==> src/rtl/muldiv_unit_pkg.sv <==
// -----------------------------------------------------------------------------
// muldiv_unit_pkg
//   Shared definitions for the HI/LO multiply/divide unit: bus widths, the
//   decode-stage aluop codes it reacts to, and a small magnitude helper.
//   Ports: none (package).
// -----------------------------------------------------------------------------
package muldiv_unit_pkg;

    localparam int unsigned ALUOP_W = 8;
    localparam int unsigned REG_W   = 32;

    localparam logic [ALUOP_W-1:0] EXE_NOP_OP   = 8'b0000_0000;
    localparam logic [ALUOP_W-1:0] EXE_MTHI_OP  = 8'b0001_0001;
    localparam logic [ALUOP_W-1:0] EXE_MTLO_OP  = 8'b0001_0011;
    localparam logic [ALUOP_W-1:0] EXE_MULT_OP  = 8'b0001_1000;
    localparam logic [ALUOP_W-1:0] EXE_MULTU_OP = 8'b0001_1001;
    localparam logic [ALUOP_W-1:0] EXE_DIV_OP   = 8'b0001_1010;
    localparam logic [ALUOP_W-1:0] EXE_DIVU_OP  = 8'b0001_1011;
    localparam logic [ALUOP_W-1:0] EXE_MADD_OP  = 8'b1010_0110;
    localparam logic [ALUOP_W-1:0] EXE_MADDU_OP = 8'b1010_1000;
    localparam logic [ALUOP_W-1:0] EXE_MSUB_OP  = 8'b1010_1010;
    localparam logic [ALUOP_W-1:0] EXE_MSUBU_OP = 8'b1010_1011;

    // Two's-complement magnitude when the operand is treated as signed.
    function automatic logic [REG_W-1:0] abs_if(input logic [REG_W-1:0] v,
                                                input logic             is_signed);
        return (is_signed && v[REG_W-1]) ? (~v + 1'b1) : v;
    endfunction

endpackage

==> src/rtl/muldiv_unit_if.sv <==
// -----------------------------------------------------------------------------
// muldiv_unit_if
//   Pipeline-side bundle of the multiply/divide unit.
//   aluop_i/reg1_i/reg2_i : operation and operands from decode
//   flush_i               : abort in-flight operation
//   stallreq_o            : pipeline hold request
//   hi_o/lo_o             : registered HI/LO
//   busy_o                : unit not idle
//   master = pipeline side, slave = muldiv_unit side.
// -----------------------------------------------------------------------------
interface muldiv_unit_if;
    import muldiv_unit_pkg::*;

    logic [ALUOP_W-1:0] aluop_i;
    logic [REG_W-1:0]   reg1_i;
    logic [REG_W-1:0]   reg2_i;
    logic               flush_i;
    logic               stallreq_o;
    logic [REG_W-1:0]   hi_o;
    logic [REG_W-1:0]   lo_o;
    logic               busy_o;

    modport master (
        output aluop_i, reg1_i, reg2_i, flush_i,
        input  stallreq_o, hi_o, lo_o, busy_o
    );

    modport slave (
        input  aluop_i, reg1_i, reg2_i, flush_i,
        output stallreq_o, hi_o, lo_o, busy_o
    );

endinterface

==> src/rtl/muldiv_unit_div_core.sv <==
// -----------------------------------------------------------------------------
// div_core
//   Iterative radix-2 restoring divider, one quotient bit per cycle, 32 steps.
//   clk, rst       : clock, synchronous active-high reset (clears all state)
//   start_i        : latch operands and begin a division
//   signed_i       : treat operands as two's-complement
//   dividend_i     : dividend
//   divisor_i      : divisor (caller guarantees non-zero)
//   annul_i        : abandon the running division
//   done_o         : high during the final step; results are valid afterwards
//   quotient_o     : signed-corrected quotient
//   remainder_o    : signed-corrected remainder (sign of dividend)
// -----------------------------------------------------------------------------
module div_core
    import muldiv_unit_pkg::*;
(
    input  logic             clk,
    input  logic             rst,
    input  logic             start_i,
    input  logic             signed_i,
    input  logic [REG_W-1:0] dividend_i,
    input  logic [REG_W-1:0] divisor_i,
    input  logic             annul_i,
    output logic             done_o,
    output logic [REG_W-1:0] quotient_o,
    output logic [REG_W-1:0] remainder_o
);

    logic [REG_W-1:0] r_quo;
    logic [REG_W-1:0] r_rem;
    logic [REG_W-1:0] r_dsr;
    logic [4:0]       r_cnt;
    logic             r_run;
    logic             r_neg_q;
    logic             r_neg_r;

    logic [REG_W:0]   w_shift;
    logic             w_fit;
    logic [REG_W-1:0] w_sub;

    // Partial remainder shifted left with the next dividend bit brought in.
    // When it fits, the true difference is below the divisor, so the low
    // 32 bits of the subtraction are exact.
    assign w_shift = {r_rem, r_quo[REG_W-1]};
    assign w_fit   = (w_shift >= {1'b0, r_dsr});
    assign w_sub   = w_shift[REG_W-1:0] - r_dsr;

    always_ff @(posedge clk) begin
        if (rst) begin
            r_quo   <= '0;
            r_rem   <= '0;
            r_dsr   <= '0;
            r_cnt   <= '0;
            r_run   <= 1'b0;
            r_neg_q <= 1'b0;
            r_neg_r <= 1'b0;
        end else if (annul_i) begin
            r_run <= 1'b0;
        end else if (start_i) begin
            r_quo   <= abs_if(dividend_i, signed_i);
            r_rem   <= '0;
            r_dsr   <= abs_if(divisor_i, signed_i);
            r_cnt   <= '0;
            r_run   <= 1'b1;
            r_neg_q <= signed_i & (dividend_i[REG_W-1] ^ divisor_i[REG_W-1]);
            r_neg_r <= signed_i & dividend_i[REG_W-1];
        end else if (r_run) begin
            r_quo <= {r_quo[REG_W-2:0], w_fit};
            r_rem <= w_fit ? w_sub : w_shift[REG_W-1:0];
            r_cnt <= r_cnt + 5'd1;
            if (r_cnt == 5'd31) begin
                r_run <= 1'b0;
            end
        end
    end

    assign done_o      = r_run && (r_cnt == 5'd31);
    assign quotient_o  = r_neg_q ? (~r_quo + 1'b1) : r_quo;
    assign remainder_o = r_neg_r ? (~r_rem + 1'b1) : r_rem;

endmodule

==> src/rtl/muldiv_unit.sv <==
// -----------------------------------------------------------------------------
// muldiv_unit
//   HI/LO multiply, multiply-accumulate and iterative divide unit.
//   clk  : rising-edge clock
//   rst  : synchronous active-high reset (overrides flush and in-flight ops)
//   bus  : muldiv_unit_if.slave -- aluop_i, reg1_i, reg2_i, flush_i in;
//          stallreq_o, hi_o, lo_o, busy_o out.
// -----------------------------------------------------------------------------
module muldiv_unit
    import muldiv_unit_pkg::*;
(
    input  logic         clk,
    input  logic         rst,
    muldiv_unit_if.slave bus
);

    typedef enum logic [1:0] {
        ST_IDLE,
        ST_MAC,
        ST_DIV_RUN,
        ST_DIV_DONE
    } state_t;

    state_t             r_state;
    state_t             w_state_next;
    logic [REG_W-1:0]   r_hi;
    logic [REG_W-1:0]   r_lo;
    logic [2*REG_W-1:0] r_prod;
    logic               r_mac_sub;
    logic               r_div_zero;

    logic               w_stall;
    logic               w_hi_we;
    logic               w_lo_we;
    logic [REG_W-1:0]   w_hi_d;
    logic [REG_W-1:0]   w_lo_d;
    logic               w_prod_we;
    logic               w_div_issue;
    logic               w_div_start;
    logic               w_div_by_zero;
    logic               w_mul_signed;
    logic               w_mac_sub_op;
    logic [REG_W-1:0]   w_mag1;
    logic [REG_W-1:0]   w_mag2;
    logic [2*REG_W-1:0] w_mag_prod;
    logic [2*REG_W-1:0] w_prod;
    logic [2*REG_W-1:0] w_mac_sum;
    logic               w_div_done;
    logic [REG_W-1:0]   w_div_quo;
    logic [REG_W-1:0]   w_div_rem;

    assign w_mul_signed = (bus.aluop_i == EXE_MULT_OP) ||
                          (bus.aluop_i == EXE_MADD_OP) ||
                          (bus.aluop_i == EXE_MSUB_OP);
    assign w_mac_sub_op = (bus.aluop_i == EXE_MSUB_OP) ||
                          (bus.aluop_i == EXE_MSUBU_OP);
    assign w_div_by_zero = (bus.reg2_i == '0);

    // Signed products are formed on magnitudes and negated when signs differ.
    assign w_mag1     = abs_if(bus.reg1_i, w_mul_signed);
    assign w_mag2     = abs_if(bus.reg2_i, w_mul_signed);
    assign w_mag_prod = {{REG_W{1'b0}}, w_mag1} * {{REG_W{1'b0}}, w_mag2};
    assign w_prod     = (w_mul_signed && (bus.reg1_i[REG_W-1] ^ bus.reg2_i[REG_W-1]))
                      ? (~w_mag_prod + 1'b1) : w_mag_prod;

    assign w_mac_sum = r_mac_sub ? ({r_hi, r_lo} - r_prod) : ({r_hi, r_lo} + r_prod);

    always_comb begin
        w_state_next = r_state;
        w_stall      = 1'b0;
        w_hi_we      = 1'b0;
        w_lo_we      = 1'b0;
        w_hi_d       = r_hi;
        w_lo_d       = r_lo;
        w_prod_we    = 1'b0;
        w_div_issue  = 1'b0;
        unique case (r_state)
            ST_IDLE: begin
                case (bus.aluop_i)
                    EXE_MULT_OP, EXE_MULTU_OP: begin
                        w_hi_we          = 1'b1;
                        w_lo_we          = 1'b1;
                        {w_hi_d, w_lo_d} = w_prod;
                    end
                    EXE_MTHI_OP: begin
                        w_hi_we = 1'b1;
                        w_hi_d  = bus.reg1_i;
                    end
                    EXE_MTLO_OP: begin
                        w_lo_we = 1'b1;
                        w_lo_d  = bus.reg1_i;
                    end
                    EXE_MADD_OP, EXE_MADDU_OP, EXE_MSUB_OP, EXE_MSUBU_OP: begin
                        w_stall      = 1'b1;
                        w_prod_we    = 1'b1;
                        w_state_next = ST_MAC;
                    end
                    EXE_DIV_OP, EXE_DIVU_OP: begin
                        w_stall      = 1'b1;
                        w_div_issue  = 1'b1;
                        w_state_next = w_div_by_zero ? ST_DIV_DONE : ST_DIV_RUN;
                    end
                    default: ;
                endcase
            end
            ST_MAC: begin
                w_hi_we          = 1'b1;
                w_lo_we          = 1'b1;
                {w_hi_d, w_lo_d} = w_mac_sum;
                w_state_next     = ST_IDLE;
            end
            ST_DIV_RUN: begin
                w_stall = 1'b1;
                if (w_div_done) begin
                    w_state_next = ST_DIV_DONE;
                end
            end
            ST_DIV_DONE: begin
                // The still-presented DIV op is consumed here, not reissued.
                w_hi_we      = 1'b1;
                w_lo_we      = 1'b1;
                w_hi_d       = r_div_zero ? '0 : w_div_rem;
                w_lo_d       = r_div_zero ? '0 : w_div_quo;
                w_state_next = ST_IDLE;
            end
        endcase
        // Abort suppresses every side effect of the current cycle.
        if (bus.flush_i || rst) begin
            w_state_next = ST_IDLE;
            w_stall      = 1'b0;
            w_hi_we      = 1'b0;
            w_lo_we      = 1'b0;
            w_prod_we    = 1'b0;
            w_div_issue  = 1'b0;
        end
    end

    assign w_div_start = w_div_issue && !w_div_by_zero;

    always_ff @(posedge clk) begin
        if (rst) begin
            r_state    <= ST_IDLE;
            r_hi       <= '0;
            r_lo       <= '0;
            r_prod     <= '0;
            r_mac_sub  <= 1'b0;
            r_div_zero <= 1'b0;
        end else begin
            r_state <= w_state_next;
            if (w_hi_we) begin
                r_hi <= w_hi_d;
            end
            if (w_lo_we) begin
                r_lo <= w_lo_d;
            end
            if (w_prod_we) begin
                r_prod    <= w_prod;
                r_mac_sub <= w_mac_sub_op;
            end
            if (w_div_issue) begin
                r_div_zero <= w_div_by_zero;
            end
        end
    end

    div_core u_div_core (
        .clk         (clk),
        .rst         (rst),
        .start_i     (w_div_start),
        .signed_i    (bus.aluop_i == EXE_DIV_OP),
        .dividend_i  (bus.reg1_i),
        .divisor_i   (bus.reg2_i),
        .annul_i     (bus.flush_i),
        .done_o      (w_div_done),
        .quotient_o  (w_div_quo),
        .remainder_o (w_div_rem)
    );

    assign bus.stallreq_o = w_stall;
    assign bus.hi_o       = r_hi;
    assign bus.lo_o       = r_lo;
    assign bus.busy_o     = (r_state != ST_IDLE);

endmodule

==> src/flat_wrapper.sv <==
// flat-port wrapper written by rule: the top's interface ports become plain ports
module muldiv_unit_flat import muldiv_unit_pkg::*;
  (clk, rst, bus_aluop_i, bus_reg1_i, bus_reg2_i, bus_flush_i, bus_stallreq_o, bus_hi_o, bus_lo_o, bus_busy_o);
  muldiv_unit_if bus_i ();
  input  logic clk;
  input  logic rst;
  input wire logic [$bits(bus_i.aluop_i)-1:0] bus_aluop_i;
  input wire logic [$bits(bus_i.reg1_i)-1:0] bus_reg1_i;
  input wire logic [$bits(bus_i.reg2_i)-1:0] bus_reg2_i;
  input wire logic [$bits(bus_i.flush_i)-1:0] bus_flush_i;
  output wire logic [$bits(bus_i.stallreq_o)-1:0] bus_stallreq_o;
  output wire logic [$bits(bus_i.hi_o)-1:0] bus_hi_o;
  output wire logic [$bits(bus_i.lo_o)-1:0] bus_lo_o;
  output wire logic [$bits(bus_i.busy_o)-1:0] bus_busy_o;
  assign bus_i.aluop_i = bus_aluop_i;
  assign bus_i.reg1_i = bus_reg1_i;
  assign bus_i.reg2_i = bus_reg2_i;
  assign bus_i.flush_i = bus_flush_i;
  assign bus_stallreq_o = bus_i.stallreq_o;
  assign bus_hi_o = bus_i.hi_o;
  assign bus_lo_o = bus_i.lo_o;
  assign bus_busy_o = bus_i.busy_o;
  muldiv_unit u_core (.clk(clk), .rst(rst), .bus(bus_i));
endmodule
==> config.mk <==
export PLATFORM = sky130hd
export DESIGN_NAME = muldiv_unit_flat
export DESIGN_NICKNAME = d
export VERILOG_FILES = /design/src/rtl/muldiv_unit_pkg.sv /design/src/rtl/muldiv_unit_if.sv /design/src/rtl/muldiv_unit_div_core.sv /design/src/rtl/muldiv_unit.sv /design/src/flat_wrapper.sv
export SDC_FILE = /design/constraint.sdc
export NUM_CORES = 2
export LEC_CHECK = 0
export ABC_AREA = 1
export BUFFER_PORTS_ARGS = -buffer_cell sky130_fd_sc_hd__clkbuf_2
export CAP_MARGIN = 0
export CORE_AREA = 8 8 333 367
export CTS_CLUSTER_DIAMETER = 50
export CTS_CLUSTER_SIZE = 8
export DETAILED_ROUTE_END_ITERATION = 16
export DIE_AREA = 0 0 341 375
export GPL_ROUTABILITY_DRIVEN = 0
export GPL_TIMING_DRIVEN = 0
export PLACE_DENSITY = 0.79
export REMOVE_ABC_BUFFERS = 1
export SETUP_SLACK_MARGIN = 0.05
export SLEW_MARGIN = 20
export SYNTH_ARGS = -nofsm -noshare
export SYNTH_HDL_FRONTEND = slang
export SYNTH_SLANG_ARGS = --single-unit
==> constraint.sdc <==
create_clock -name clk -period 11.3 [get_ports clk]
set_input_delay 2.26 -clock clk [delete_from_list [all_inputs] [get_ports clk]]
set_output_delay 2.26 -clock clk [all_outputs]
set_load 0.005 [all_outputs]
# After elaboration in Yosys (flattened, before gate mapping)
# Index checks and enable logic that the tools add are counted.
[classes] n_addsub=9 multipliers=1 div_mod_pow=0 n_lt_le_gt_ge=1 eq_ne=18 shifts=0 mux=43 bitwise=9 n_reduce_logical=31
[ops] cell="32-bit 2-to-1 mux" count=13
[ops] cell="32-bit one-hot mux with 3 select lines" count=2
[ops] cell="32-bit by 1-bit adder with 32-bit output, second input constant" count=4
[ops] cell="64-bit 2-to-1 mux" count=2
[ops] cell="32-bit NOT" count=4
[ops] cell="32-bit one-hot mux with 2 select lines" count=2
[ops] cell="64-bit by 1-bit adder with 64-bit output, second input constant" count=1
[ops] cell="64-bit adder" count=1
[ops] cell="32-bit by 32-bit multiplier with 64-bit output" count=1
[ops] cell="64-bit NOT" count=1
[ops] cell="64-bit subtractor" count=1
[ops] cell="8-bit by 5-bit == test with 1-bit output, second input constant" count=6
[ops] cell="33-bit by 32-bit >= comparator with 1-bit output" count=1
[ops] cell="8-bit == test, second input constant" count=4
[ops] cell="32-bit logical NOT" count=1
[ops] cell="32-bit subtractor" count=1
[ops] cell="1-bit 2-to-1 mux" count=16
[ops] cell="5-bit 2-to-1 mux" count=2
[ops] cell="2-bit OR reduction" count=5
[ops] cell="3-bit != test, second input constant" count=3
[ops] cell="1-bit logical AND" count=7
[ops] cell="1-bit one-hot mux with 2 select lines" count=3
[ops] cell="2-bit one-hot mux with 3 select lines" count=1
[ops] cell="2-bit AND reduction" count=3
[ops] cell="19 further kinds" count=27
[totals] ff_bits=236 latchBits=0 mem_bits_rw=0 mem_bits_ro=0 output_inout_bits=66 wordCells=125 memories=0

# Logic depth before layout (Yosys ltp)
[depth] depth_word=11 mapped_depth=60 mapped_depth_nobuf=58

# Cells and area by module
# Synthesis repeated with hierarchy kept, for this count alone.
[unflattened] hier_cells=9057 hier_area_um2=60969.7
[by_module_without_submodules] module="muldiv_unit" instances=1 cells_per_inst=7246 area_each_um2=50358.3 seq_area_each_um2=2642.5
[by_module_without_submodules] module="div_core" instances=1 cells_per_inst=1811 area_each_um2=10611.4 seq_area_each_um2=2082.0

# Worst setup path before layout
# Ideal clock, no wire load.
[synth_path] path_type="input -> register" from="input bus_reg1_i[0]" to="register u_core.r_hi[25], in the netlist u_core.bus.hi_o[25]" arrival_time_ns=10.924 required_time_ns=11.191 setup_slack_ns=0.267 stages=51 n_path_buf=3 cell_sequence="buf_6 -> clkinv_4 -> clkbuf_1 -> ha_1 -> inv_1 -> nor3_1 -> inv_1 -> nor2_1 -> nand2_1 -> nor3_2 -> nand3_1 -> nor2_2 -> nand3_1 -> xor2_1 -> nand2_1 -> o21ai_0 -> clkbuf_1 -> nor2_1 -> (+15 left out) -> a21oi_1 -> nand2_1 -> a21oi_1 -> nand2_1 -> nand2_1 -> nand2_2 -> nor2_2 -> nand2_1 -> nor2_1 -> nand3_2 -> nand2_4 -> nand3_1 -> nand2_1 -> nand3_1 -> nand2_1 -> nand3_1 -> nand2_1 -> inv_1"
[synth_between] elab_chain_len=9
[synth_rtl] item="start, declared" line_no="flat_wrapper.sv:8" source="input wire logic [$bits(bus_i.reg1_i)-1:0] bus_reg1_i;"
[synth_rtl] item="32-bit NOT" line_no="muldiv_unit_pkg.sv:27" source="return (is_signed && v[REG_W-1]) ? (~v + 1'b1) : v;"
[synth_rtl] item="32-bit by 1-bit adder with 32-bit output" line_no="muldiv_unit_pkg.sv:27"
[synth_rtl] item="32-bit 2-to-1 mux *" line_no="muldiv_unit_pkg.sv:27"
[synth_rtl] item="32-bit by 32-bit multiplier with 64-bit output *" line_no="muldiv_unit.sv:62" source="assign w_mag_prod = {{REG_W{1'b0}}, w_mag1} * {{REG_W{1'b0}}, w_mag2};"
[synth_rtl] item="64-bit NOT" line_no="muldiv_unit.sv:64" source="? (~w_mag_prod + 1'b1) : w_mag_prod;"
[synth_rtl] item="64-bit by 1-bit adder with 64-bit output" line_no="muldiv_unit.sv:64"
[synth_rtl] item="64-bit 2-to-1 mux *" line_no="muldiv_unit.sv:64"
[synth_rtl] item="32-bit one-hot mux with 2 select lines *" line_no="muldiv_unit.sv:79" source="case (bus.aluop_i)"
[synth_rtl] item="32-bit one-hot mux with 3 select lines *" line_no="muldiv_unit.sv:77" source="unique case (r_state)"
[synth_rtl] item="end signal, assigned" line_no="muldiv_unit.sv:151" source="r_hi <= w_hi_d;"
[synth_rtl] item="end, declared" line_no="muldiv_unit.sv:26" source="logic [REG_W-1:0] r_hi;"
# Every way passes the cells marked *; elsewhere a longest branch is shown, timed or not.
# A chain may end at the register's enable or synchronous reset.

# Final worst setup path
[layout_path] from="input bus_aluop_i[3]" to="register u_core.r_hi[21], in the netlist u_core.bus.hi_o[21]"
[layout_between] elab_chain_len=11 elab_cells_between_ends=25 classes_between="1 x add/sub; 1 x mul; 6 x eq/ne; 8 x mux; 1 x bitwise; 8 x reduce/logical"
[layout_rtl] item="start, declared" line_no="flat_wrapper.sv:7" source="input wire logic [$bits(bus_i.aluop_i)-1:0] bus_aluop_i;"
[layout_rtl] item="8-bit by 5-bit == test with 1-bit output or 8-bit == test (tied branches)" line_no="muldiv_unit.sv:52, muldiv_unit.sv:79, muldiv_unit.sv:53"
[layout_rtl] item="1-bit logical OR" line_no="muldiv_unit.sv:52" source="assign w_mul_signed = (bus.aluop_i == EXE_MULT_OP) ||"
[layout_rtl] item="1-bit logical OR" line_no="muldiv_unit.sv:53" source="(bus.aluop_i == EXE_MADD_OP) ||"
[layout_rtl] item="1-bit logical AND" line_no="muldiv_unit_pkg.sv:27"
[layout_rtl] item="32-bit 2-to-1 mux" line_no="muldiv_unit_pkg.sv:27"
[layout_rtl] item="32-bit by 32-bit multiplier with 64-bit output" line_no="muldiv_unit.sv:62"
[layout_rtl] item="64-bit NOT" line_no="muldiv_unit.sv:64"
[layout_rtl] item="64-bit by 1-bit adder with 64-bit output" line_no="muldiv_unit.sv:64"
[layout_rtl] item="64-bit 2-to-1 mux" line_no="muldiv_unit.sv:64"
[layout_rtl] item="32-bit one-hot mux with 2 select lines" line_no="muldiv_unit.sv:79"
[layout_rtl] item="32-bit one-hot mux with 3 select lines" line_no="muldiv_unit.sv:77"
# Several ways; a longest one is shown, not always the timed one.

==> metrics.md <==
| Metric | Value |
|---|---|
| Outcome | `finished with violations` |
| Failing checks | `setup timing` |
| Max-Cap Viols | `0` |
| Worst Path Buf+Inv | `15` |
| Post-Synthesis Cells | `about 8500` |
| Worst EP arrival | `between 10000 and 15000 ps` |
| Root buffer cell | `clkbuf_16` |
| Remaining design rule violation count | `0` |
| Critical Setup Path Class | `input port to flop` |
| Worst Skew | `approximately 33 ps` |
| Fin. max-slew vios | `0` |
| Top delay family on crit path | `adder cells` |
| Nets | `between 10000 and 15000` |
| Clk slew on worst S/H paths | `roughly 50 ps` |
| Sink Count | `~240` |
| Post-synthesis cell type count | `69` |
| Share of layout cells above drive strength 1 | `between 10 and 15%` |
| Critical path capture point type | `flop` |
| Core box area | `around 0.12 sq mm` |
| CP Max Fanout | `19` |
| Total number of vias | `around 63000` |
| Critical path startpoint | `bus_aluop_i[3]` |
| Number of flops mapped to enable cells by yosys | `0` |
| Main synth FF type | `dfxtp_1` |
| TritonCTS clock tree | `done` |
| Initial DRC count | `9481` |
| Fmax | `around 86 MHz` |
| Io pins | `approximately 140` |
| Gr usage total | `between 30% and 40%` |
| Period utilisation layout | `102.5%` |
| RSZ-0062 raised after global routing | `yes` |
| Async set or reset register ratio after synthesis | `0%` |
| Most common cell after layout, fill and taps aside | `nand2_1` |
| Average wire per standard cell | `about 24 microns` |
| Initial Util | `between 50 and 60%` |
| First-pass GRT wire length | `340900 microns` |
| Number of global-route vias before repair | `just over 60000` |
| DR pass1 iterations | `14` |
| H-Tree Depth | `2` |
| DP HPWL | `167900 microns` |
| Post-route setup slack | `-280.2 ps` |
| Slowest stage cell, crit path | `fa_2` |
| Port bufs | `between 100 and 150` |
| Initial antenna violation count | `17` |
| Vias/cell | `between 6 and 7` |
| Warnings from Yosys | `0` |
| Final Hold Fails | `0` |
| # setup viols final | `31` |
| CP peak stage delay | `610 ps` |
| Mean Syn Cell Area | `6.872 sq um` |
| Crit path required time | `approximately 12000 ps` |
| Hold Startpoint | `u_core.u_div_core.r_dsr[24]` |
| Antenna viol nets, final | `0` |
| Slew of the pin with the lowest slew margin | `1157 ps` |
| Min Tclk post-route | `approximately 12000 ps` |
| Die Y | `roughly 380 microns` |
| Sequential cell area fraction in the yosys report | `under 10%` |
| Clock Path Buffers | `3` |
| Die Width | `between 300 and 400 microns` |
| Area grow syn2layout | `15.26%` |
| Post-synthesis register bit count | `~240` |
| Final wirelength | `between 200000 and 250000 microns` |
| Hold-fix buffers at CTS | `0` |
| Fillcell total | `9680` |
| Remaining Overflow, GRT | `0` |
| Reg2reg start | `u_core.r_mac_sub` |
| Startpoint Class | `input port` |
| Largest net degree at the start of global routing | `between 80 and 90` |
| Tightest Hold Check Type | `flop to flop` |
| Die area | `0.1279 sq mm` |
| Fin Hold WS | `between 400 and 500 ps` |
| Highest-count cells in the layout ignoring fill and taps | `nand2_1, inv_1, nor2_1` |
| Most used cell along the critical path | `nand2_1` |
| Clock Latency Late Sink | `between 500 and 600 ps` |
| Slew margin rel. | `between 20 and 25%` |
| Num CTS Buffers | `35` |
| Cell area after technology mapping | `around 0.059 sq mm` |
| Site Rows | `~130` |
==> sequential cells by signal, summed over array words and instances, names as in the netlist <==
name,count
u_core.r_state,2
u_core.bus.hi_o,32
u_core.u_div_core.r_neg_q,1
u_core.u_div_core.r_run,1
u_core.u_div_core.r_dsr,32
u_core.u_div_core.r_quo,32
u_core.u_div_core.r_cnt,5
u_core.u_div_core.r_neg_r,1
u_core.r_div_zero,1
u_core.r_prod,64
u_core.u_div_core.r_rem,32
u_core.r_mac_sub,1
u_core.bus.lo_o,32
==> layout make-up <==
cell class	count	area, sq um	area share [%]
antenna	12	30.03	0.04445
clock buffer	36	879.6	1.302
clock inverter	4	85.08	0.1259
inverter	1739	6877	10.18
multi-input combinational	6239	48780	72.20
sequential	236	4726	6.995
tap	1529	1913	2.832
timing repair buffer	446	4096	6.064
timing repair inverter	23	172.7	0.2556
==> cell usage after synthesis (all sizes together), types with 38 or more instances <==
cell type  instances  area share [%]
nand3            320             2.9
a31oi            104             1.1
inv             1719              11
nand4             58            0.63
clkbuf           222             1.4
nor2            1123             7.5
xnor2             49            0.76
o21ai            458             4.1
dfxtp            236             8.1
a21oi            414             3.6
xor2             139             2.1
nor3              87            0.91
or2               38            0.41
fa               898              31
nand2           1892              12
nor4              40            0.45
buf               99            0.91
o211ai            78             1.0
ha               366             7.8
==> cell families (layout without fill, tap and decap cells) <==
kind of cell,after synthesis,in the layout,share of synthesized area [%]
AND/OR/NAND/NOR,3583,3588,25.42
buffers and inverters,2060,2248,13.48
adder cells (fa/ha/maj),1264,1264,38.48
AO/OA/AOI/OAI,1198,1199,11.70
flip-flops,236,236,8.061
XOR/XNOR,188,188,2.860
other,0,12,0
==> metrics by stage <==
| step | worst slack, ps | TNS [ps] | cell area (sq um) | instances | util (%) |
|---|---|---|---|---|---|
| floorplan | -1104 | -74050 | 57250 | 8208 | - |
| global placement | -6080 | -569890 | 59860 | 9877 | 51.80 |
| detailed placement | -2844 | -243850 | 61230 | 9928 | 52.99 |
| CTS | 50.57 | 0 | 64230 | 10100 | 55.58 |
| global route | -424.1 | -11220 | 67530 | 10250 | 58.44 |
| finish | -280.2 | -4306 | 67560 | 10260 | 58.46 |
==> worst min-delay path: cells and delay by family (launching register included) <==
family / cells / cell delay (ps)
DFF: 1 / 310
and+or+nand+nor: 1 / 60
AOI/OAI and AO/OA: 1 / 50
==> per-layer routing <==
metal  vias up  part of all wire, %  wire [microns]  track usage, %
li1      26610                    -               -               -
met1     29120                   31           75850           38.67
met2      5286                   41           99570           52.27
met3      1839                   16           38830           11.88
met4        20                   11           26800           26.25
met5         -                 0.22             534          0.1515
==> final timing paths <==
path                                  to  slack (ps)  depth (start not counted)
max                  u_core.bus.hi_o[21]        -280                         51
min          u_core.u_div_core.r_dsr[24]         470                          2
max reg2reg           u_core.bus.hi_o[6]        5440                         20
min reg2reg  u_core.u_div_core.r_dsr[24]         470                          2
==> what timing repair did <==
action / CTS / global route
resized for setup: 218 / 564
setup buffers: 111 / 142
gates cloned: 21 / 10
endpoints found under the setup margin: 110 / 93
pin swaps: 28 / 150
Power is not shown: default switching activity piles up to over one toggle a cycle in this logic, so the estimate is an artifact.
